**src/rtl/bip_pkg.sv**
```systemverilog
// Shared types and constants for the BIP-2 control unit: opcodes, FSM states,
// accumulator source selects and ALU operation codes.
package bip_pkg;

  localparam int DEF_PC_W = 11;
  localparam int DEF_IR_W = 16;
  localparam int OPC_W    = 5;

  typedef enum logic [OPC_W-1:0] {
    OP_HLT  = 5'h00,
    OP_STO  = 5'h01,
    OP_LD   = 5'h02,
    OP_LDI  = 5'h03,
    OP_ADD  = 5'h04,
    OP_ADDI = 5'h05,
    OP_SUB  = 5'h06,
    OP_SUBI = 5'h07,
    OP_BEQ  = 5'h08,
    OP_BNE  = 5'h09,
    OP_BGT  = 5'h0A,
    OP_BGE  = 5'h0B,
    OP_BLT  = 5'h0C,
    OP_BLE  = 5'h0D,
    OP_JMP  = 5'h0E
  } opcode_e;

  typedef enum logic [2:0] {
    ST_FETCH,
    ST_DECODE,
    ST_MEM,
    ST_EXEC,
    ST_HALT
  } state_e;

  localparam logic [1:0] ACC_SEL_ALU = 2'd0;
  localparam logic [1:0] ACC_SEL_MEM = 2'd1;
  localparam logic [1:0] ACC_SEL_IMM = 2'd2;

  localparam logic ALU_ADD = 1'b0;
  localparam logic ALU_SUB = 1'b1;

endpackage

```
**src/rtl/bip_control_branch_eval.sv**
```systemverilog
// Branch condition evaluation for the BIP-2 control unit: combinational
// decode of a branch opcode against the stored Z/N flags.
import bip_pkg::*;

module bip_branch_eval (
  input  opcode_e opcode,
  input  logic    z,
  input  logic    n,
  output logic    taken
);

  always_comb begin
    taken = 1'b0;
    case (opcode)
      OP_BEQ:  taken = z;
      OP_BNE:  taken = !z;
      OP_BGT:  taken = !z && !n;
      OP_BGE:  taken = !n;
      OP_BLT:  taken = n;
      OP_BLE:  taken = n || z;
      default: taken = 1'b0;
    endcase
  end

endmodule

```
**src/rtl/bip_control.sv**
```systemverilog
// Multi-cycle FETCH/DECODE/MEM/EXEC/HALT sequencer for the BIP-2 core.
// Optional feature: define BIP_CTRL_ILLEGAL_TRAP_EN to trap undefined opcodes.
import bip_pkg::*;

module bip_control #(
  parameter int PC_W = DEF_PC_W,
  parameter int IR_W = DEF_IR_W
) (
  input  logic            clk,
  input  logic            rst,
  output logic [PC_W-1:0] imem_addr,
  output logic            imem_req,
  input  logic            imem_rdy,
  input  logic [IR_W-1:0] imem_data,
  output logic [PC_W-1:0] dmem_addr,
  output logic            dmem_rd,
  output logic            dmem_wr,
  input  logic            dmem_rdy,
  output logic            alu_op,
  input  logic            alu_z,
  input  logic            alu_n,
  output logic            opnd_sel,
  output logic [1:0]      acc_sel,
  output logic            acc_wr,
  output logic [PC_W-1:0] imm,
`ifdef BIP_CTRL_ILLEGAL_TRAP_EN
  output logic            halted,
  output logic            illegal
`else
  output logic            halted
`endif
);

  state_e            state, state_next;
  logic [PC_W-1:0]   pc, pc_next;
  logic [IR_W-1:0]   ir, ir_next;
  logic              z_flag, z_next;
  logic              n_flag, n_next;
  logic [PC_W-1:0]   operand;
  opcode_e           opcode;
  logic              branch_taken;

  assign operand = ir[PC_W-1:0];
  assign opcode  = opcode_e'(ir[IR_W-1 -: OPC_W]);

  bip_branch_eval u_branch_eval (
    .opcode (opcode),
    .z      (z_flag),
    .n      (n_flag),
    .taken  (branch_taken)
  );

`ifdef BIP_CTRL_ILLEGAL_TRAP_EN
  logic illegal_q, illegal_next;

  always_ff @(posedge clk) begin
    if (rst) illegal_q <= 1'b0;
    else     illegal_q <= illegal_next;
  end

  assign illegal = illegal_q && !rst;
`endif

  always_ff @(posedge clk) begin
    if (rst) begin
      state  <= ST_FETCH;
      pc     <= '0;
      ir     <= '0;
      z_flag <= 1'b0;
      n_flag <= 1'b0;
    end else begin
      state  <= state_next;
      pc     <= pc_next;
      ir     <= ir_next;
      z_flag <= z_next;
      n_flag <= n_next;
    end
  end

  // Address-like outputs are plain decodes of PC/IR, forced low during reset.
  assign imem_addr = rst ? '0 : pc;
  assign dmem_addr = rst ? '0 : operand;
  assign imm       = rst ? '0 : operand;
  assign halted    = !rst && (state == ST_HALT);

  always_comb begin
    state_next = state;
    pc_next    = pc;
    ir_next    = ir;
    z_next     = z_flag;
    n_next     = n_flag;
`ifdef BIP_CTRL_ILLEGAL_TRAP_EN
    illegal_next = illegal_q;
`endif
    imem_req = 1'b0;
    dmem_rd  = 1'b0;
    dmem_wr  = 1'b0;
    alu_op   = ALU_ADD;
    opnd_sel = 1'b0;
    acc_sel  = ACC_SEL_ALU;
    acc_wr   = 1'b0;

    case (state)
      ST_FETCH: begin
        imem_req = 1'b1;
        if (imem_rdy) begin
          ir_next    = imem_data;
          pc_next    = pc + PC_W'(1);
          state_next = ST_DECODE;
        end
      end

      ST_DECODE: begin
        case (opcode)
          OP_HLT:                        state_next = ST_HALT;
          OP_LDI, OP_ADDI, OP_SUBI:      state_next = ST_EXEC;
          OP_LD, OP_ADD, OP_SUB, OP_STO: state_next = ST_MEM;
          OP_JMP: begin
            pc_next    = operand;
            state_next = ST_FETCH;
          end
          OP_BEQ, OP_BNE, OP_BGT, OP_BGE, OP_BLT, OP_BLE: begin
            if (branch_taken) pc_next = operand;
            state_next = ST_FETCH;
          end
          default: begin
`ifdef BIP_CTRL_ILLEGAL_TRAP_EN
            illegal_next = 1'b1;
            state_next   = ST_HALT;
`else
            state_next   = ST_FETCH;
`endif
          end
        endcase
      end

      // Requests stay asserted until dmem_rdy; acc_wr and flags wait for it too.
      ST_MEM: begin
        if (opcode == OP_STO) dmem_wr = 1'b1;
        else                  dmem_rd = 1'b1;
        if (opcode == OP_LD)  acc_sel = ACC_SEL_MEM;
        if (opcode == OP_SUB) alu_op  = ALU_SUB;
        if (dmem_rdy) begin
          acc_wr = (opcode != OP_STO);
          if (opcode == OP_ADD || opcode == OP_SUB) begin
            z_next = alu_z;
            n_next = alu_n;
          end
          state_next = ST_FETCH;
        end
      end

      ST_EXEC: begin
        acc_wr = 1'b1;
        if (opcode == OP_LDI) begin
          acc_sel = ACC_SEL_IMM;
        end else begin
          opnd_sel = 1'b1;
          alu_op   = (opcode == OP_SUBI) ? ALU_SUB : ALU_ADD;
          z_next   = alu_z;
          n_next   = alu_n;
        end
        state_next = ST_FETCH;
      end

      ST_HALT: state_next = ST_HALT;

      default: state_next = ST_FETCH;
    endcase

    if (rst) begin
      imem_req = 1'b0;
      dmem_rd  = 1'b0;
      dmem_wr  = 1'b0;
      alu_op   = ALU_ADD;
      opnd_sel = 1'b0;
      acc_sel  = ACC_SEL_ALU;
      acc_wr   = 1'b0;
    end
  end

endmodule
```
**config.mk**
```make
export PLATFORM = sky130hd
export DESIGN_NAME = bip_control
export DESIGN_NICKNAME = d
export VERILOG_FILES = /design/src/rtl/bip_pkg.sv /design/src/rtl/bip_control_branch_eval.sv /design/src/rtl/bip_control.sv
export SDC_FILE = /design/constraint.sdc
export NUM_CORES = 1
export LEC_CHECK = 0
export ABC_AREA = 1
export BUFFER_PORTS_ARGS = -buffer_cell sky130_fd_sc_hd__buf_2
export CORE_MARGIN = 5
export CORE_UTILIZATION = 45
export CTS_BUF_LIST = sky130_fd_sc_hd__clkbuf_4
export DETAILED_ROUTE_END_ITERATION = 16
export PLACE_DENSITY = 0.83
export SETUP_SLACK_MARGIN = 0.4
export SYNTH_ARGS = -nofsm -noshare
export SYNTH_HDL_FRONTEND = slang
export SYNTH_HIERARCHICAL = 1
export SYNTH_SLANG_ARGS = --single-unit
```
**constraint.sdc**
```tcl
create_clock -name clk -period 1.4 [get_ports clk]
set_clock_uncertainty 0.1 [all_clocks]
set_input_delay 0.21 -clock clk [delete_from_list [all_inputs] [get_ports clk]]
set_output_delay 0.21 -clock clk [all_outputs]
set_load 0.01 [all_outputs]
```
==> flow_summary.json, run 1 <==
{
  "dp_cells": 438,
  "max_clock_freq_ghz": 0.497,
  "avgSynthCellArea_um2": 6.17,
  "drt_wl_total_um": 11000,
  "synth_ff_type": "dfxtp_1",
  "core_mm2": 0.00429,
  "numPortBuffers": 63,
  "total_power_uw": 5110,
  "outcome": "finished with violations",
  "ant_nets": 0,
  "syn_inst": 319,
  "clockBufferDepth": 2,
  "p_per_area_mw_per_mm2": 1340,
  "synth.top_cell.area_share_pct": 32.5,
  "grt-ovfl-total": 0,
  "critPathCaptureType": "output pin",
  "max_cap_viol_count": 0,
  "io_pins": 64,
  "cts_tree": "done",
  "period_share_pct": 144,
  "layout_min_cycle_time_ns": 2.01,
  "synth_seq_cells": 32,
  "cts_root_buffer": "clkbuf_4",
  "async_reset_ff_share_pct": 0,
  "finalHoldViolations": 0,
  "worst_ep_arrival_time_ns": 1.70,
  "synthTopCellsByArea": "dfxtp_1, nand2_1, nor2_1, inv_1, o21ai_0",
  "grt_pass1_vias": 2934,
  "finalSetupViolations": 38,
  "ys_seq_area_share_pct": 32.5,
  "cts_sinks": 32,
  "first_pass_iters": 5,
  "gp_congestion": 0.876,
  "area_delta_synth_final_pct": 93.8,
  "yosysUniqueCellTypes": 27,
  "clkTransAtPathRegs_ns": 0.10,
  "fin_nets": 478,
  "hp-class": "in2reg",
  "r2r_slack_ns": -0.52,
  "wire_per_inst_um": 21.7,
  "vdd_drop_max_v": 0.000865,
  "grt_max_degree": 14,
  "synth_edf_count": 0,
  "setup_slack_ns": -0.610,
  "vias": 3114,
  "cp_data_required_time_ns": 1.09,
  "vias_per_cell": 6.13,
  "grt_pass1_wl_um": 14100,
  "leakage_uw": 0.00169,
  "worstMarginPinSlew_ns": 0.441,
  "n_antenna_cell": 0,
  "syn_nets": 342,
  "relSlewSlack_pct": 70.6,
  "violations": "negative setup slack",
  "cp-start-kind": "register",
  "instances_no_fill": 508,
  "rows": 24,
  "yosys.area.top_type": "dfxtp_1",
  "drt_iter0_markers": 432,
  "cts_made_buffers": 5,
  "hold_ws_ns": 0.0340,
  "final_common_cell": "buf_4",
  "dieArea_mm2": 0.00580,
  "worstSkewPairLatency_ns": 0.36,
  "path_class": "reg2out",
  "groute.usage.overall_pct": 29.5,
  "rsz0062_at_grt": "true",
  "hpwl_um": 4150,
  "final_cell_mix": "buf_4, nand2_1, buf_6",
  "synth.cell_area_mm2": 0.00197,
  "antenna_found_initial": 0,
  "critical_path.max_fanout": 3,
  "cts_max_level": 2,
  "die_h_um": 76.1,
  "drv_slew": 0,
  "drc": 0,
  "drive_gt1_share_pct": 67.8,
  "ys.warnings.count": 6,
  "fp.dieW_um": 76.1,
  "initial_core_util_pct": 45.8
}
[registers in the layout (all words and copies together), names as in the netlist]
name,count
z_flag,1
n_flag,1
pc,11
ir,16
state,3
[synthesized netlist by cell type, drive strengths merged, types with 2 or more instances]
master	count
a21oi	21
nand3	26
nand4	2
o21ai	30
nor2	71
inv	42
o211ai	2
clkbuf	3
buf	18
nand2	68
dfxtp	32
[metrics by stage]
| step | worst slack [ns] | util (%) | cell area [um^2] | TNS, ns |
|---|---|---|---|---|
| 2_1_floorplan | -0.0658 | - | 2160 | -0.409 |
| 3_3_place_gp | -0.0973 | 60.2 | 2580 | -0.998 |
| 3_5_place_dp | -0.161 | 60.2 | 2580 | -1.53 |
| 4_1_cts | -0.314 | 78.2 | 3360 | -4.99 |
| 5_1_grt | -0.690 | 88.8 | 3810 | -13.95 |
| 6_report | -0.610 | 88.8 | 3810 | -11.78 |
[cell type report]
class,count,area [um^2]
Multi-Input combinational cell,224,1490
Timing Repair Buffer,149,1310
Sequential cell,32,701
Fill cell,185,479
Inverter,42,193
Tap cell,52,65.1
Clock buffer,6,45.0
Clock inverter,2,11.3
Timing Repair inverter,1,6.26
[timing repair]
action,CTS,global route
resized for setup,143,78
setup buffers,42,16
endpoints found under the setup margin,74,74
gates cloned,4,0
hold buffers,0,0
pin swaps,46,39
endpoints found under the hold margin,0,0
[worst max-delay path, stage by stage (launching register included)]
cell and delay (ns):
dfxtp_4 0.38, inv_2 0.08, nand2_4 0.07, nor2_1 0.23
nand2_2 0.12, a211oi_2 0.28, buf_2 0.20
[logic make-up after synthesis]
| kind of cell | share of synthesized area [%] |
|---|---|
| flops | 32.5 |
| simple gates | 36.8 |
| compound gates | 15.2 |
| buf+inv | 14.8 |
| fa+ha+maj | 0.636 |
[metal layers]
metal,wire (um),track usage (%),up-vias
met1,3810,31.6,1421
met2,5130,52.4,304
met4,972,18.0,0
li1,-,-,1272
met3,1120,6.26,117
met5,0,0,-
[power breakdown]
part	internal (uW)	switching, uW
clock network	210	352
logic	1460	1750
registers	1140	197
total	2810	2300
[worst paths after layout]
kind	from	end	depth (start not counted)
hold / removal	rst	state[1]	2
setup reg to reg	ir[11]	pc[8]	14
hold reg to reg	ir[2]	ir[2]	2
setup / recovery	state[2]	alu_op	6
Power figures use the tool's default switching activity.
==> run 2: changes to the inputs <==
--- a/config.mk
+++ b/config.mk
@@ -8,11 +8,12 @@
 export ABC_AREA = 1
 export BUFFER_PORTS_ARGS = -buffer_cell sky130_fd_sc_hd__buf_2
 export CORE_MARGIN = 5
-export CORE_UTILIZATION = 45
+export CORE_UTILIZATION = 35
 export CTS_BUF_LIST = sky130_fd_sc_hd__clkbuf_4
 export DETAILED_ROUTE_END_ITERATION = 16
-export PLACE_DENSITY = 0.83
+export PLACE_DENSITY = 0.69
 export SETUP_SLACK_MARGIN = 0.4
+export SLEW_MARGIN = 20
 export SYNTH_ARGS = -nofsm -noshare
 export SYNTH_HDL_FRONTEND = slang
 export SYNTH_HIERARCHICAL = 1
==> run 2 against run 1 <==
  * The run still ends with negative setup slack left
  * Count of clock-buffer cells in the layout decreased by 1
  * Register-to-register slack better by 0.16 ns
  * Design area shrank 0.23%
  * Total power decreased by 7.0%
  * Combinational power shrank 9.7%
  * Highest routed layer unchanged
  * First-iteration DRC count shrank 75%
  * Via count shrank 14%
  * Critical path type unchanged
  * Largest power group unchanged
==> flow_summary.json, run 2 (synthesized netlist as in run 1, its figures left out) <==
{
  "r2r_cells": 12,
  "r2r-start": "ir[11]",
  "critical_path.max_fanout": 3,
  "cts_max_level": 2,
  "top_regs": "ir x16, pc x11, state x3",
  "dp_cells": 461,
  "crit_end": "alu_op",
  "numPortBuffers": 63,
  "worst_ep_arrival_time_ns": 1.48,
  "final_common_cell": "buf_4",
  "finalHoldViolations": 0,
  "grt_pass1_wl_um": 11400,
  "leakage_uw": 0.00170,
  "worstSkewPairLatency_ns": 0.36,
  "drive_gt1_share_pct": 65.7,
  "critPathLaunch": "ir[14]",
  "r2r_slack_ns": -0.36,
  "cts_tree": "done",
  "instances_no_fill": 532,
  "hp-class": "in2reg",
  "gp_congestion": 0.863,
  "finalSetupViolations": 36,
  "top_register": "ir",
  "n_antenna_cell": 0,
  "grt-ovfl-total": 0,
  "die_h_um": 85.0,
  "cts_hold_buf": 0,
  "path_class": "reg2out",
  "cts_sinks": 32,
  "clkTransAtPathRegs_ns": 0.12,
  "cp-start-kind": "register",
  "layout_min_cycle_time_ns": 1.79,
  "final_cell_mix": "buf_4, nand2_1, buf_6",
  "vias": 2670,
  "final.setup.tns_ns": -7.45,
  "rsz0062_at_grt": "true",
  "area_delta_synth_final_pct": 93.4,
  "drv_slew": 0,
  "dieArea_mm2": 0.00722,
  "clockBufferDepth": 2,
  "grt_pass1_vias": 2522,
  "violations": "negative setup slack",
  "drt_wl_total_um": 7950,
  "core_mm2": 0.00547,
  "first_pass_iters": 4,
  "vdd_drop_max_v": 0.000706,
  "fillers": 407,
  "vias_per_cell": 5.02,
  "r2r_end": "pc[10]",
  "max_cap_viol_count": 0,
  "outcome": "finished with violations",
  "critPathCaptureType": "output pin",
  "ant_nets": 0,
  "relSlewSlack_pct": 81.2,
  "cts_root_buffer": "clkbuf_4",
  "worstMarginPinSlew_ns": 0.280,
  "cp_data_required_time_ns": 1.09,
  "hpwl_um": 4230,
  "rows": 27,
  "drt_iter0_markers": 109,
  "p_per_area_mw_per_mm2": 1250,
  "period_share_pct": 128,
  "fp.dieW_um": 85.0,
  "wire_per_inst_um": 14.9,
  "groute.usage.overall_pct": 19.4,
  "initial_core_util_pct": 36.0,
  "hold_start": "imem_data[12]",
  "drc": 0,
  "cts_made_buffers": 5,
  "grt_max_degree": 14,
  "max_clock_freq_ghz": 0.558,
  "io_pins": 64,
  "setup_slack_ns": -0.392,
  "hold_depth": 3,
  "antenna_found_initial": 0,
  "fin_nets": 482,
  "largest_register_ffs": 16
}
-- run 2: cell count changes in the layout (fill, tap and decap cells not counted), sizes merged --
| cell | previous run | this run |
|---|---|---|
| buf | 149 | 152 |
| clkinv | 1 | 3 |
| clkinvlp | 1 | 0 |
-- run 2: repair_timing --
action,4_1_cts,5_1_grt
buffers inserted,47,12
endpoints found under the setup margin,74,74
cloned,2,2
pin swaps,28,33
gates resized for setup,119,79
-- run 2: metal layers --
metal | GRT usage (%) | share of wire, %
met5 | 0 | 0
met4 | 8.63 | 2.7
met3 | 4.17 | 4.7
met2 | 34.1 | 54
met1 | 22.5 | 39
-- run 2: layout make-up --
cell class | instances | area, um^2 | area share (%)
multi-input combinational | 224 | 1420 | 37.3
timing repair buffer | 153 | 1350 | 35.5
sequential | 32 | 696 | 18.3
inverter | 42 | 188 | 4.93
tap | 72 | 90.1 | 2.37
clock buffer | 5 | 37.5 | 0.986
clock inverter | 3 | 18.8 | 0.493
timing repair inverter | 1 | 6.26 | 0.164
-- run 2: worst min-delay path by stage --
stage,end,slack [ns]
2_1_floorplan,ir[5],0.28
3_3_place_gp,n_flag,0.37
3_5_place_dp,n_flag,0.38
4_1_cts,state[1],0.01
5_1_grt,ir[7],0.01
6_report,ir[12],0.004
-- run 2: stage by stage --
stage | hold slack [ns] | instance area (um^2) | power [uW] | utilization [%] | setup slack (ns)
floorplan | 0.285 | 2160 | 2320 | - | -0.0658
global placement | 0.368 | 2640 | 2820 | 48.3 | -0.122
detailed placement | 0.381 | 2640 | 2840 | 48.3 | -0.162
CTS | 0.0136 | 3390 | 4130 | 62.0 | -0.359
global route | 0.00980 | 3810 | 5010 | 69.5 | -0.441
finish | 0.00375 | 3810 | 4750 | 69.5 | -0.392
-- run 2: power breakdown --
group | internal, uW | total (uW) | switching, uW
clock network | 192 | 549 | 357
registers | 1140 | 1310 | 168
logic | 1430 | 2890 | 1470
total | 2760 | 4750 | 1990
-- run 2: worst max-delay path, cell delays in order, from the launching register on --
cell and delay (ns):
dfxtp_2 0.35, buf_6 0.12, inv_4 0.06, nand2_4 0.05, nor2_4 0.10, nand2_2 0.07
a211oi_2 0.21, buf_2 0.16
==> run 3: changes to the inputs <==
==> constraint.sdc (replaced) <==
create_clock -name clk -period 1.4 [get_ports clk]
set_clock_uncertainty 0.1 [all_clocks]
set_input_delay 0.35 -clock clk [delete_from_list [all_inputs] [get_ports clk]]
set_output_delay 0.35 -clock clk [all_outputs]
set_load 0.01 [all_outputs]
==> run 3 against run 2 <==
  * The run still ends with negative setup slack left
  * Via count up 7.0%
  * Flip-flop and latch count unchanged
  * Count of clock-buffer cells in the layout unchanged
  * Die area unchanged
  * First-iteration DRC count up 92%
  * Sequential power about the same
  * Highest routed layer unchanged
==> flow_summary.json, run 3 (synthesized netlist as in run 1, its figures left out) <==
{
  "worst_ep_arrival_time_ns": 1.75,
  "cp_data_required_time_ns": 0.95,
  "worstHoldEndpoint": "ir[3]",
  "numPortBuffers": 63,
  "fp.dieW_um": 85.0,
  "max_cap_viol_count": 0,
  "groute.usage.overall_pct": 22.3,
  "finalSetupViolations": 73,
  "r2r-start": "ir[11]",
  "first_pass_iters": 5,
  "cts_tree": "done",
  "cts_max_level": 2,
  "grt_pass1_wl_um": 13000,
  "cts_hold_buf": 0,
  "fillers": 356,
  "worstSkewPairLatency_ns": 0.38,
  "grt-ovfl-total": 0,
  "vias_per_cell": 5.29,
  "gp_congestion": 0.898,
  "r2r_end": "pc[1]",
  "drt_wl_total_um": 9400,
  "drc": 0,
  "cp-start-kind": "register",
  "rows": 27,
  "initial_core_util_pct": 36.0,
  "p_per_area_mw_per_mm2": 1300,
  "drv_slew": 0,
  "grt_max_degree": 22,
  "hold_start": "imem_data[3]",
  "hp-class": "in2reg",
  "antenna_found_initial": 0,
  "area_delta_synth_final_pct": 110,
  "hpwl_um": 4480,
  "dieArea_mm2": 0.00722,
  "layout_min_cycle_time_ns": 2.20,
  "critical_path.max_fanout": 3,
  "cts_sinks": 32,
  "fin_nets": 490,
  "r2r_slack_ns": -0.66,
  "top_regs": "ir x16, pc x11, state x3",
  "period_share_pct": 157,
  "critPathCaptureType": "output pin",
  "ant_nets": 0,
  "rsz0062_at_grt": "true",
  "setup_slack_ns": -0.797,
  "max_clock_freq_ghz": 0.455,
  "clockBufferDepth": 2,
  "vias": 2857,
  "final_cell_mix": "buf_4, nand2_1, buf_6",
  "violations": "negative setup slack",
  "leakage_uw": 0.00179,
  "io_pins": 64,
  "relSlewSlack_pct": 69.6,
  "clkTransAtPathRegs_ns": 0.13,
  "die_h_um": 85.0,
  "core_mm2": 0.00547,
  "grt_pass1_vias": 2768,
  "cts_made_buffers": 5,
  "final.setup.tns_ns": -16.07,
  "outcome": "finished with violations",
  "drive_gt1_share_pct": 70.1,
  "r2r_cells": 12,
  "wire_per_inst_um": 17.4,
  "largest_register_ffs": 16,
  "n_antenna_cell": 0,
  "hold_depth": 3,
  "post-route-util_pct": 75.7,
  "final_common_cell": "buf_4",
  "worstMarginPinSlew_ns": 0.455,
  "top_register": "ir",
  "drt_iter0_markers": 209,
  "finalHoldViolations": 0,
  "vdd_drop_max_v": 0.000672,
  "cts_root_buffer": "clkbuf_4",
  "path_class": "reg2out"
}
run 3: metal layers:
layer	vias to the layer above	global-route usage (%)	part of all wire (%)	routed length (um)
met1	1353	26.6	37	3520
li1	1297	-	-	-
met2	157	37.8	49	4630
met5	-	0	0	0
met4	0	11.7	6.4	602
met3	50	4.37	7.0	654
run 3: how the worst max path moves through the flow:
stage,slack [ns],from,to
after floorplan,-0.07,ir[11],pc[5]
after global placement,-0.13,ir[11],alu_op
after detailed placement,-0.22,ir[11],pc[9]
after CTS,-0.53,ir[11],alu_op
after global routing,-0.82,state[2],alu_op
final,-0.80,ir[11],alu_op
run 3: cell type report:
cell class / instances / area, um^2 / share of cell area (%)
clock buffer: 5 / 37.5 / 0.907
clock inverter: 3 / 46.3 / 1.12
inverter: 42 / 185 / 4.47
multi-input combinational: 224 / 1580 / 38.1
sequential: 32 / 698 / 16.9
tap: 72 / 90.1 / 2.18
timing repair buffer: 162 / 1500 / 36.3
run 3: critical path, stage by stage, from the launching register on:
cell and delay [ns]:
dfxtp_2 0.38, inv_2 0.07, nor2_4 0.11, nand4_1 0.25, a211oi_2 0.38, buf_2 0.20
run 3: through the flow:
stage	power (uW)	hold WS (ns)	std cells	setup WS [ns]	area [um^2]
after floorplan	2420	0.355	319	-0.0658	2290
after global placement	2960	0.369	473	-0.134	2800
after detailed placement	3000	0.379	473	-0.219	2800
after CTS	4820	0.129	529	-0.535	3830
after global routing	5650	0.129	540	-0.818	4140
final	5400	0.126	540	-0.797	4140
run 3: power by group:
| part | switching [uW] | leakage [uW] | internal [uW] |
|---|---|---|---|
| registers | 168 | 0.000277 | 1140 |
| clock network | 409 | 0.0000418 | 381 |
| logic | 1690 | 0.00147 | 1610 |
run 3: what timing repair did:
item / 4_1_cts / 5_1_grt
cloned: 4 / 0
buffers inserted: 44 / 11
gates resized for setup: 168 / 48
setup endpoints to repair: 74 / 74
pin swaps: 38 / 19
